--- src/rtl/multicycle_control_unit_pkg.sv ---
// Shared constants, states and control bundle for the multicycle control unit.
// Optional bne support is enabled with the BNE_EN macro.
package multicycle_control_unit_pkg;

    localparam logic [5:0] OP_RTYPE = 6'b000000;
    localparam logic [5:0] OP_J     = 6'b000010;
    localparam logic [5:0] OP_BEQ   = 6'b000100;
    localparam logic [5:0] OP_BNE   = 6'b000101;
    localparam logic [5:0] OP_ADDI  = 6'b001000;
    localparam logic [5:0] OP_LW    = 6'b100011;
    localparam logic [5:0] OP_SW    = 6'b101011;

    localparam logic [1:0] ALU_ADD   = 2'b00;
    localparam logic [1:0] ALU_SUB   = 2'b01;
    localparam logic [1:0] ALU_FUNCT = 2'b10;

    localparam logic [1:0] SRCB_RT     = 2'b00;
    localparam logic [1:0] SRCB_FOUR   = 2'b01;
    localparam logic [1:0] SRCB_IMM    = 2'b10;
    localparam logic [1:0] SRCB_IMM_SH = 2'b11;

    localparam logic [1:0] PCSRC_ALU    = 2'b00;
    localparam logic [1:0] PCSRC_ALUOUT = 2'b01;
    localparam logic [1:0] PCSRC_JUMP   = 2'b10;

    typedef enum logic [3:0] {
        FETCH   = 4'd0,
        DECODE  = 4'd1,
        MEMADR  = 4'd2,
        MEMRD   = 4'd3,
        MEMWB   = 4'd4,
        MEMWR   = 4'd5,
        RTEXE   = 4'd6,
        RTWB    = 4'd7,
        ADDIEXE = 4'd8,
        ADDIWB  = 4'd9,
        BEQ     = 4'd10,
`ifdef BNE_EN
        BNE     = 4'd12,
`endif
        JMP     = 4'd11
    } state_e;

    typedef struct packed {
        logic       pc_write;
        logic       pc_write_cond;
        logic       i_or_d;
        logic       mem_read;
        logic       mem_write;
        logic       ir_write;
        logic       mem_to_reg;
        logic       reg_dst;
        logic       reg_write;
        logic       alu_src_a;
        logic [1:0] alu_src_b;
        logic [1:0] alu_op;
        logic [1:0] pc_source;
        logic       instr_done;
`ifdef BNE_EN
        logic       branch_ne;
`endif
    } ctrl_t;

endpackage

--- src/rtl/mcu_output_decode.sv ---
// Combinational map from the current state to the datapath control bundle.
// With BNE_EN defined the BNE state drives the BEQ controls plus branch_ne.
module mcu_output_decode
    import multicycle_control_unit_pkg::*;
(
    input  state_e state_i,
    input  logic   mem_ready_i,
    input  logic   bad_op_i,
    output ctrl_t  ctrl_o
);

    always_comb begin
        ctrl_o = '0;
        case (state_i)
            FETCH: begin
                ctrl_o.mem_read  = 1'b1;
                ctrl_o.alu_src_b = SRCB_FOUR;
                ctrl_o.alu_op    = ALU_ADD;
                ctrl_o.pc_source = PCSRC_ALU;
                ctrl_o.ir_write  = mem_ready_i;
                ctrl_o.pc_write  = mem_ready_i;
            end
            DECODE: begin
                ctrl_o.alu_src_b  = SRCB_IMM_SH;
                ctrl_o.alu_op     = ALU_ADD;
                ctrl_o.instr_done = bad_op_i;
            end
            MEMADR: begin
                ctrl_o.alu_src_a = 1'b1;
                ctrl_o.alu_src_b = SRCB_IMM;
            end
            MEMRD: begin
                ctrl_o.i_or_d   = 1'b1;
                ctrl_o.mem_read = 1'b1;
            end
            MEMWR: begin
                ctrl_o.i_or_d     = 1'b1;
                ctrl_o.mem_write  = 1'b1;
                ctrl_o.instr_done = mem_ready_i;
            end
            MEMWB: begin
                ctrl_o.reg_write  = 1'b1;
                ctrl_o.mem_to_reg = 1'b1;
                ctrl_o.instr_done = 1'b1;
            end
            RTEXE: begin
                ctrl_o.alu_src_a = 1'b1;
                ctrl_o.alu_src_b = SRCB_RT;
                ctrl_o.alu_op    = ALU_FUNCT;
            end
            RTWB: begin
                ctrl_o.reg_write  = 1'b1;
                ctrl_o.reg_dst    = 1'b1;
                ctrl_o.instr_done = 1'b1;
            end
            ADDIEXE: begin
                ctrl_o.alu_src_a = 1'b1;
                ctrl_o.alu_src_b = SRCB_IMM;
            end
            ADDIWB: begin
                ctrl_o.reg_write  = 1'b1;
                ctrl_o.instr_done = 1'b1;
            end
            BEQ: begin
                ctrl_o.alu_src_a     = 1'b1;
                ctrl_o.alu_op        = ALU_SUB;
                ctrl_o.pc_write_cond = 1'b1;
                ctrl_o.pc_source     = PCSRC_ALUOUT;
                ctrl_o.instr_done    = 1'b1;
            end
`ifdef BNE_EN
            BNE: begin
                ctrl_o.alu_src_a     = 1'b1;
                ctrl_o.alu_op        = ALU_SUB;
                ctrl_o.pc_write_cond = 1'b1;
                ctrl_o.pc_source     = PCSRC_ALUOUT;
                ctrl_o.instr_done    = 1'b1;
                ctrl_o.branch_ne     = 1'b1;
            end
`endif
            JMP: begin
                ctrl_o.pc_write   = 1'b1;
                ctrl_o.pc_source  = PCSRC_JUMP;
                ctrl_o.instr_done = 1'b1;
            end
            default: ctrl_o = '0;
        endcase
    end

endmodule

--- src/rtl/multicycle_control_unit.sv ---
// Multicycle MIPS-style control FSM: state register and next-state logic.
// Define BNE_EN to add the BNE state and the BranchNE output.
module multicycle_control_unit
    import multicycle_control_unit_pkg::*;
#(
    parameter int OPCODE_W = 6,
    parameter int ALUOP_W  = 2
) (
    input  logic                clk,
    input  logic                reset,
    input  logic [OPCODE_W-1:0] opcode,
    input  logic                mem_ready,
    output logic                PCWrite,
    output logic                PCWriteCond,
    output logic                IorD,
    output logic                MemRead,
    output logic                MemWrite,
    output logic                IRWrite,
    output logic                MemtoReg,
    output logic                RegDst,
    output logic                RegWrite,
    output logic                ALUSrcA,
    output logic [1:0]          ALUSrcB,
    output logic [ALUOP_W-1:0]  ALUOp,
    output logic [1:0]          PCSource,
`ifdef BNE_EN
    output logic                BranchNE,
`endif
    output logic                instr_done,
    output logic [3:0]          state
);

    localparam logic [OPCODE_W-1:0] C_RTYPE = OPCODE_W'(OP_RTYPE);
    localparam logic [OPCODE_W-1:0] C_J     = OPCODE_W'(OP_J);
    localparam logic [OPCODE_W-1:0] C_BEQ   = OPCODE_W'(OP_BEQ);
    localparam logic [OPCODE_W-1:0] C_ADDI  = OPCODE_W'(OP_ADDI);
    localparam logic [OPCODE_W-1:0] C_LW    = OPCODE_W'(OP_LW);
    localparam logic [OPCODE_W-1:0] C_SW    = OPCODE_W'(OP_SW);
`ifdef BNE_EN
    localparam logic [OPCODE_W-1:0] C_BNE   = OPCODE_W'(OP_BNE);
`endif

    state_e state_q;
    state_e state_d;
    logic   bad_op;
    ctrl_t  ctrl;

    always_comb begin
        state_d = state_q;
        bad_op  = 1'b0;
        case (state_q)
            FETCH:   if (mem_ready) state_d = DECODE;
            DECODE: begin
                if (opcode == C_LW || opcode == C_SW) begin
                    state_d = MEMADR;
                end else if (opcode == C_RTYPE) begin
                    state_d = RTEXE;
                end else if (opcode == C_ADDI) begin
                    state_d = ADDIEXE;
                end else if (opcode == C_BEQ) begin
                    state_d = BEQ;
`ifdef BNE_EN
                end else if (opcode == C_BNE) begin
                    state_d = BNE;
`endif
                end else if (opcode == C_J) begin
                    state_d = JMP;
                end else begin
                    state_d = FETCH;
                    bad_op  = 1'b1;
                end
            end
            // opcode is still held in the IR, so it picks load vs store here
            MEMADR:  state_d = (opcode == C_LW) ? MEMRD : MEMWR;
            MEMRD:   if (mem_ready) state_d = MEMWB;
            MEMWR:   if (mem_ready) state_d = FETCH;
            RTEXE:   state_d = RTWB;
            ADDIEXE: state_d = ADDIWB;
            default: state_d = FETCH;
        endcase
    end

    always_ff @(posedge clk) begin
        if (reset) state_q <= FETCH;
        else       state_q <= state_d;
    end

    mcu_output_decode u_dec (
        .state_i     (state_q),
        .mem_ready_i (mem_ready),
        .bad_op_i    (bad_op),
        .ctrl_o      (ctrl)
    );

    assign PCWrite     = ctrl.pc_write;
    assign PCWriteCond = ctrl.pc_write_cond;
    assign IorD        = ctrl.i_or_d;
    assign MemRead     = ctrl.mem_read;
    assign MemWrite    = ctrl.mem_write;
    assign IRWrite     = ctrl.ir_write;
    assign MemtoReg    = ctrl.mem_to_reg;
    assign RegDst      = ctrl.reg_dst;
    assign RegWrite    = ctrl.reg_write;
    assign ALUSrcA     = ctrl.alu_src_a;
    assign ALUSrcB     = ctrl.alu_src_b;
    assign ALUOp       = ALUOP_W'(ctrl.alu_op);
    assign PCSource    = ctrl.pc_source;
    assign instr_done  = ctrl.instr_done;
`ifdef BNE_EN
    assign BranchNE    = ctrl.branch_ne;
`endif
    assign state       = state_q;

endmodule

--- config.mk ---
export PLATFORM = sky130hd
export DESIGN_NAME = multicycle_control_unit
export DESIGN_NICKNAME = d
export VERILOG_FILES = /design/src/rtl/multicycle_control_unit_pkg.sv /design/src/rtl/mcu_output_decode.sv /design/src/rtl/multicycle_control_unit.sv
export SDC_FILE = /design/constraint.sdc
export NUM_CORES = 1
export LEC_CHECK = 0
export ABC_AREA = 1
export BUFFER_PORTS_ARGS = -buffer_cell sky130_fd_sc_hd__clkbuf_2
export CELL_PAD_IN_SITES_DETAIL_PLACEMENT = 0
export CELL_PAD_IN_SITES_GLOBAL_PLACEMENT = 2
export CORE_ASPECT_RATIO = 0.8
export CORE_MARGIN = 1
export CORE_UTILIZATION = 19
export CTS_CLUSTER_DIAMETER = 150
export CTS_CLUSTER_SIZE = 28
export DETAILED_ROUTE_END_ITERATION = 6
export PLACE_DENSITY = 0.84
export SYNTH_ARGS = -nofsm -noshare
export SYNTH_HDL_FRONTEND = slang
export SYNTH_SLANG_ARGS = --single-unit
--- constraint.sdc ---
create_clock -name clk -period 1.6 [get_ports clk]
set_input_delay 0 -clock clk [delete_from_list [all_inputs] [get_ports clk]]
set_output_delay 0 -clock clk [all_outputs]
set_load 0.02 [all_outputs]
== Word-level counts from Yosys, hierarchy flattened ==
Cells that the tools add are included.

* Bits in registers: 4
* Bits of input ports: 9
* Output and inout bits: 21
* Word-level logic and storage cells: 59

* Eq/ne operators: 19
* Muxes and demuxes: 29
* Reductions and logical operators: 10

{| class="wikitable"
|+ Operators by type and width
! cell !! count
|-
| two-way mux 4 bit || 8
|-
| one-hot mux 4 bit (7 select lines) || 1
|-
| == test 4 x 3 -> 1 bit (second input constant) || 4
|-
| == test 4 bit (second input constant) || 4
|-
| two-way mux 1 bit || 14
|-
| == test 6 bit (second input constant) || 2
|-
| == test 4 x 2 -> 1 bit (second input constant) || 2
|-
| one-hot mux 2 bit (2 select lines) || 2
|-
| == test 6 x 2 -> 1 bit (second input constant) || 1
|-
| == test 6 x 3 -> 1 bit (second input constant) || 1
|-
| == test 6 x 4 -> 1 bit (second input constant) || 1
|-
| zero test 6 bit || 1
|-
| != test 2 bit (second input constant) || 3
|-
| one-hot mux 2 bit (3 select lines) || 1
|-
| OR reduction 2 bit || 3
|-
| OR reduction 5 bit || 1
|-
| == test 4 x 1 -> 1 bit (second input constant) || 1
|-
| zero test 4 bit || 1
|-
| OR reduction 4 bit || 1
|-
| two-way mux 3 bit || 1
|-
| one-hot mux 1 bit (3 select lines) || 1
|-
| AND reduction 3 bit || 1
|-
| OR reduction 3 bit || 1
|-
| one-hot mux 1 bit (2 select lines) || 1
|-
| logical OR 1 bit || 1
|}

== Logic depth before layout (Yosys ltp) ==
Gate-level depths: netlist of run 1.

* Word-level depth: 7
* Depth in mapped cells: 8
* Mapped depth without buffers: 8

== Cells and area by module ==
From an unflattened synthesis of run 1, not the netlist that was laid out.

* Cell total of the unflattened synthesis: 122
* Area total of the unflattened synthesis: 608.1 um^2

{| class="wikitable"
|+ By module, submodules not included
! module !! instances !! cells an instance !! area an instance (um^2)
|-
| multicycle_control_unit || 1 || 75 || 409.1
|-
| mcu_output_decode || 1 || 47 || 198.9
|}

== Least setup slack after synthesis of run 1 ==
No wires, ideal clock.

* Path kind: reg2out
* Start point: register state_q[3] (netlist: state[3])
* End point: output instr_done
* Arrival: 1494 ps
* Data required time: 1600 ps
* Slack: 106 ps
* Cell stages (with the launch flop): 7
* Path buffers: 0
* Cell sequence: dfxtp_1 inv_1 nor2_1 inv_1 o211ai_1 nor3_1 o21ai_0

* Word-level cells in the longest chain between the ends: 3

{| class="wikitable"
|+ Ends and longest elaborated chain
! item !! line !! RTL
|-
| start: declaration || multicycle_control_unit.sv:43 || <nowiki>state_e state_q;</nowiki>
|-
| start signal: assignment || multicycle_control_unit.sv:85 || <nowiki>else state_q <= state_d;</nowiki>
|-
| == test 4 x 3 -> 1 bit or == test 4 bit (tied branches) || mcu_output_decode.sv:14 || <nowiki>case (state_i)</nowiki>
|-
| OR reduction 5 bit (no source line) || - ||
|-
| one-hot mux 1 bit (3 select lines) * || mcu_output_decode.sv:14 ||
|-
| end: declaration || multicycle_control_unit.sv:29 || <nowiki>output logic instr_done,</nowiki>
|}

Every way passes the cells marked *; elsewhere a longest branch is shown, timed or not.

== Final worst setup path of run 1 ==
* Start point: register state_q[0] (netlist: state[0])
* End point: output instr_done

Same word-level chain as after synthesis.

==> run summary, run 1 <==
status = finished clean
Post-Syn Area = 526 µm²
layout cells sized above 1 = 36.0%
GRT Total Usage = 11.4%
main combinational cell family by area after synthesis = simple AND/OR/NAND/NOR gates
VDD IR-drop max = 0.214 mV
post-synthesis xor/xnor area fraction = 0%
port buffer count = 29
final instance area = 751 µm²
htree depth = 1
Vias = 705
die area = 2980 µm²
clock skew = 0.00661 ns
Mean Syn Cell Area = 5.05 µm²
Initial DRC Count = 28
crit path kind = flip-flop to primary output
total placed cells including tap cells = 167
Worst Setup SP = state[0]$_SDFFE_PP0P_
Net Sw Frac = 38.8%
Post-Syn Instances = 104
area leader, netlist = nand2_1
clock power share = 33.3%
CP arrival = 1.46 ns
vias in the first global route = 605
number of detailed-route iterations in the first pass = 4
initial antenna violation count = 0
final wirelength = 1550 µm
Final Non-Filler Cells = 172
critical path's largest stage delay = 0.42 ns
Tmin final = 1.46 ns
Post-Synth Simple-Gate Area = 56.4%
# rows = 16
CTS tree = yes
Max clock buf depth = 2
Worst path top cell family by delay = simple AND/OR/NAND/NOR gates
Routed Antenna Nets = 0
most frequent cells in the layout = 28 x clkbuf_2, 25 x nand2_1, 19 x inv_1, 18 x nor2_1, 13 x nand3_1
Power Density = 522 nW/µm²
mux cell area share after synthesis = 0%
Lkg Pwr = 0.475 nW
Cell Int Power = 0.240 mW
Synth Area in Compound Gates = 9.05%
setup TNS = 0 ns
# IOs = 30
Worst setup EP type = primary output
worst setup margin = 0.136 ns
final slew viol count = 0
starting density of the core = 20.7%
number of cells on the critical path = 5
worst reg2reg startpoint = state[0]$_SDFFE_PP0P_
Flop pwr share = 28.4%
Synthesized Nets = 113
combinational power share = 38.4%
total clock sinks = 4
Post-Synth Adder-Cell Area = 0%
cell area after placement = 701 µm²
number of hold violations in the final report = 0
first-pass GRT wire length = 2640 µm
Worst Reg-to-Reg Cells = 6
total power = 0.392 mW
leading cell type in the layout, fill and taps excluded = clkbuf_2
Min-Delay Path Class = input port to flip-flop
critical path peak fanout = 6
DPL Wire Length = 1340 µm
largest net degree at the start of global routing = 8
global route total overflow = 0
Crit path required time = 1.60 ns
Worst Hold Depth = 4
# DRC = 0
CTS Buf Count = 3
RSZ-0062 raised after global routing = false
Seq/Total Area, Yosys = 15.2%
WHS = 0.141 ns
synth warn = 0
Place WS = 0.323 ns
DR vias/cell = 4.10
Netlist cell types = 18
slew at the pin closest to its max-slew limit = 0.232 ns
NetSw = 0.152 mW
max cap viols = 0
Die X = 60.8 µm
clk_lat worst skew = 0.24 ns
final worst-path cycle share = 91.5%
ANT cells = 0
Cell Chain, Critical Path = nand2_1 > nor2_4 > nand3_1 > o21ai_0 > buf_2
Die Ht = 49.0 µm
Avg WL per Cell = 9.01 µm
final core utilization = 29.5%
clk slew on worst S/H paths = 0.04 ns
Area Overhead vs Synth = 42.9%
FF+latch count, synth = 4
CORE AREA = 2540 µm²
Setup crit start kind = flip-flop
CP max stage cell = dfxtp_1
hold wc startpoint = mem_ready
Root Buffer = clkbuf_4
Nets = 147
max FFs per register = 4
Synth area leaders = nand2_1 18%, dfxtp_1 15%, inv_1 14%, nor2_1 14%, nand3_1 12%
# setup viols final = 0
Synth top area share = 17.9%
number of fillers in the final layout = 312
Final Wtd Congestion = 0.823
fmax = 0.683 GHz
relative slew slack = 84.5%
CP bufs+invs = 1
[synthesized netlist by cell type (all sizes together)]
cell type	count
a21oi	3
o211ai	1
nor2	25
buf	2
o22ai	1
dfxtp	4
nand4	1
nand3	13
nand2	26
nor3	1
or2	1
o21ai	3
inv	23
[path summary, 6_finish.rpt]
| path | endpoint | slack (ns) |
|---|---|---|
| setup / recovery | instr_done | 0.14 |
| hold / removal | state[2]$_SDFFE_PP0P_ | 0.14 |
| setup reg to reg | state[0]$_SDFFE_PP0P_ | 0.35 |
| hold reg to reg | state[0]$_SDFFE_PP0P_ | 0.58 |
[what timing repair did]
item	4_1_cts	5_1_grt
resized for setup	0	6
endpoints found under the hold margin	3	0
endpoints found under the setup margin	0	1
buffers inserted	0	1
hold buffers	1	0
[cell families (layout without fill, tap and decap cells)]
group,Yosys count,after routing
and+or+nand+nor,67,67
buffers and inverters,25,57
AOI/OAI and AO/OA,8,8
DFF,4,4
[area by class of cell]
cell class | count | area (µm²) | area share (%)
Clock buffer | 3 | 22.5 | 3.00
Inverter | 23 | 86.3 | 11.5
Multi-Input combinational cell | 75 | 352 | 46.8
Sequential cell | 4 | 82.6 | 11.0
Tap cell | 36 | 45.0 | 6.00
Timing Repair Buffer | 31 | 163 | 21.7
[power by group through the flow]
stage | registers [mW] | logic, mW | clock network [mW]
CTS | 0.111 | 0.147 | 0.136
global placement | 0.113 | 0.145 | 0
floorplan | 0.117 | 0.0886 | 0
global route | 0.112 | 0.166 | 0.146
detailed placement | 0.113 | 0.145 | 0
finish | 0.111 | 0.150 | 0.130
[worst reg2reg max path, cell delays in order (launching register included)]
cell     delay [ns]
dfxtp_1        0.42
nand2_1        0.17
nor2_4         0.20
nand3_1        0.10
nand3_1        0.12
nand2_1        0.07
a21oi_2        0.10
[metal layers]
layer | up-vias | GRT usage (%) | part of all wire (%)
met5 | - | 0 | 0
met2 | 22 | 16.5 | 42
met4 | 0 | 1.14 | 0
li1 | 381 | - | -
met3 | 0 | 3.45 | 5.2
met1 | 302 | 16.9 | 53
Power figures use the tool's default switching activity.
==> run 2, diff against run 1 <==
REMOVE_ABC_BUFFERS = 1   (was default)
==> run 2 against run 1 <==
  * Critical path type unchanged
  * Register-to-register slack about the same
  * Sequential power about the same
  * Largest power group unchanged
  * Clock skew decreased by 0.0051 ns
  * Critical endpoint unchanged
  * Highest routed layer unchanged
  * Hold slack got worse by 0.0057 ns
  * Core utilization about the same
==> run summary, run 2 (synthesized netlist as in run 1, its figures left out) <==
status = finished clean
DR vias/cell = 3.99 (-2.7%)
Power Density = 512 nW/µm² (-1.8%)
Tmin final = 1.46 ns (-0.00523 ns)
initial antenna violation count = 0 (unchanged)
Avg WL per Cell = 8.65 µm (-4.0%)
ANT cells = 0 (unchanged)
most frequent CP cell = nand2_2
final wirelength = 1480 µm (-4.5%)
CTS Buf Count = 3 (unchanged)
Nets = 146 (-0.68%)
fmax = 0.686 GHz (+0.36%)
Crit path required time = 1.60 ns (about the same)
Worst Reg-to-Reg Cells = 8 (+2)
leading cell type in the layout, fill and taps excluded = clkbuf_2
Lkg Pwr = 0.470 nW (-0.94%)
vias in the first global route = 593 (-2.0%)
number of hold violations in the final report = 0 (unchanged)
total clock sinks = 4 (unchanged)
CP arrival = 1.46 ns (about the same)
combinational power share = 39.0% (+0.6 points)
Worst Hold Depth = 4 (unchanged)
Net Sw Frac = 36.9% (-1.9 points)
crit path kind = flip-flop to primary output
clock skew = 0.00149 ns (-0.00512 ns)
Reg-to-Reg End = state[0]$_SDFFE_PP0P_
Root Buffer = clkbuf_4
GRT Total Usage = 10.8% (-0.60 points)
Max clock buf depth = 2 (unchanged)
max cap viols = 0 (unchanged)
# rows = 16 (unchanged)
Cell Chain, Critical Path = inv_2 > nand2_2 > inv_1 > nand2_2 > nor2_1 > nor3_1 > o21ai_1 > buf_4
relative slew slack = 85.7% (+1.2 points)
Die Ht = 49.0 µm (unchanged)
critical path's largest stage delay = 0.37 ns (-0.05 ns)
global route total overflow = 0 (unchanged)
Initial DRC Count = 12 (-57%)
# DRC = 0 (unchanged)
worst reg2reg startpoint = state[1]$_SDFFE_PP0P_
largest net degree at the start of global routing = 8 (unchanged)
R2R setup slack = 0.35 ns (about the same)
Worst setup EP type = primary output
NetSw = 0.142 mW (-6.4%)
Routed Antenna Nets = 0 (unchanged)
CTS tree = yes
number of detailed-route iterations in the first pass = 4 (unchanged)
RSZ-0062 raised after global routing = false
Vias = 682 (-3.3%)
setup TNS = 0 ns (unchanged)
final worst-path cycle share = 91.2% (-0.33 points)
clk_lat worst skew = 0.23 ns (about the same)
Setup crit start kind = flip-flop
VDD IR-drop max = 0.0986 mV (-54%)
port buffer count = 29 (unchanged)
slew at the pin closest to its max-slew limit = 0.213 ns (-0.0183 ns)
total power = 0.385 mW (-1.7%)
critical path peak fanout = 5 (-1)
number of fillers in the final layout = 314 (+0.64%)
Final Wtd Congestion = 0.763 (-7.3%)
starting density of the core = 20.7% (unchanged)
CP max stage cell = dfxtp_2
Cell Int Power = 0.243 mW (+1.4%)
max FFs per register = 4 (unchanged)
WHS Endpoint = state[2]$_SDFFE_PP0P_
clock power share = 31.6% (-1.7 points)
Flop pwr share = 29.4% (+1.0 points)
htree depth = 1 (unchanged)
die area = 2980 µm² (unchanged)
Die X = 60.8 µm (unchanged)
most frequent cells in the layout = 28 x clkbuf_2, 22 x nand2_1, 19 x nor2_1, 18 x inv_1, 13 x nand3_1
first-pass GRT wire length = 2400 µm (-8.9%)
CORE AREA = 2540 µm² (unchanged)
hold wc startpoint = mem_ready
Area Overhead vs Synth = 43.1%
DPL Wire Length = 1320 µm (-1.7%)
Min-Delay Path Class = input port to flip-flop
final slew viol count = 0 (unchanged)
clk slew on worst S/H paths = 0.04 ns (about the same)
# IOs = 30 (unchanged)
# setup viols final = 0 (unchanged)
layout cells sized above 1 = 38.5% (+2.5 points)
-- run 2: cell count changes in the layout (fill, tap and decap cells not counted), sizes merged --
cell,change
buf,-1
-- run 2: worst max-delay path: cells and delay by family, from the launching register on --
family	cells	cell delay (ns)
buffers and inverters	3	0.30
AOI/OAI and AO/OA	1	0.11
DFF	1	0.37
and+or+nand+nor	4	0.45
-- run 2: worst max-delay path by stage --
stage,start,end,slack (ns),depth (start not counted)
global placement,state[3]$_SDFFE_PP0P_,instr_done,0.28,7
finish,state[1]$_SDFFE_PP0P_,instr_done,0.14,8
detailed placement,state[1]$_SDFFE_PP0P_,instr_done,0.29,8
global route,state[2]$_SDFFE_PP0P_,instr_done,0.003,6
floorplan,state[3]$_SDFFE_PP0P_,ALUOp[0],0.08,4
CTS,state[1]$_SDFFE_PP0P_,instr_done,0.04,8
-- run 2: what timing repair did --
item                                    4_1_cts  5_1_grt
resized for setup                             0       12
endpoints found under the setup margin        0        1
buffers inserted                              0        0
hold buffers                                  1        0
endpoints found under the hold margin         3        0
-- run 2: area by class of cell --
| cell class | instances | area, µm² | share of cell area, % |
|---|---|---|---|
| Sequential cell | 4 | 83.8 | 11.1 |
| Tap cell | 36 | 45.0 | 5.99 |
| Clock buffer | 3 | 22.5 | 3.00 |
| Multi-Input combinational cell | 75 | 357 | 47.4 |
| Timing Repair Buffer | 30 | 158 | 21.0 |
| Inverter | 23 | 86.3 | 11.5 |
-- run 2: power groups by stage --
| stage | sequential (mW) | combinational (mW) | clock (mW) |
|---|---|---|---|
| after floorplan | 0.117 | 0.0886 | 0 |
| after global placement | 0.112 | 0.146 | 0 |
| after detailed placement | 0.113 | 0.144 | 0 |
| after CTS | 0.111 | 0.146 | 0.129 |
| after global routing | 0.114 | 0.168 | 0.137 |
| final | 0.113 | 0.150 | 0.122 |
-- run 2: layer usage --
metal | track usage, % | up-vias | share of wire, % | routed length [µm]
li1 | - | 378 | - | -
met1 | 14.0 | 288 | 49 | 726
met2 | 16.1 | 16 | 45 | 666
met3 | 3.45 | 0 | 5.8 | 86
met4 | 4.55 | 0 | 0 | 0
met5 | 0 | - | 0 | 0
-- run 2: metrics by stage --
step / hold WS (ns) / instance area [µm²] / util, % / std cells / worst slack, ns
detailed placement: 0.222 / 701 / 27.6 / 167 / 0.291
global placement: 0.231 / 701 / 27.6 / 167 / 0.283
global route: 0.167 / 752 / 29.6 / 171 / 0.00273
floorplan: 0.0624 / 510 / - / 102 / 0.0792
finish: 0.136 / 752 / 29.6 / 171 / 0.142
CTS: 0.126 / 733 / 28.8 / 171 / 0.0381
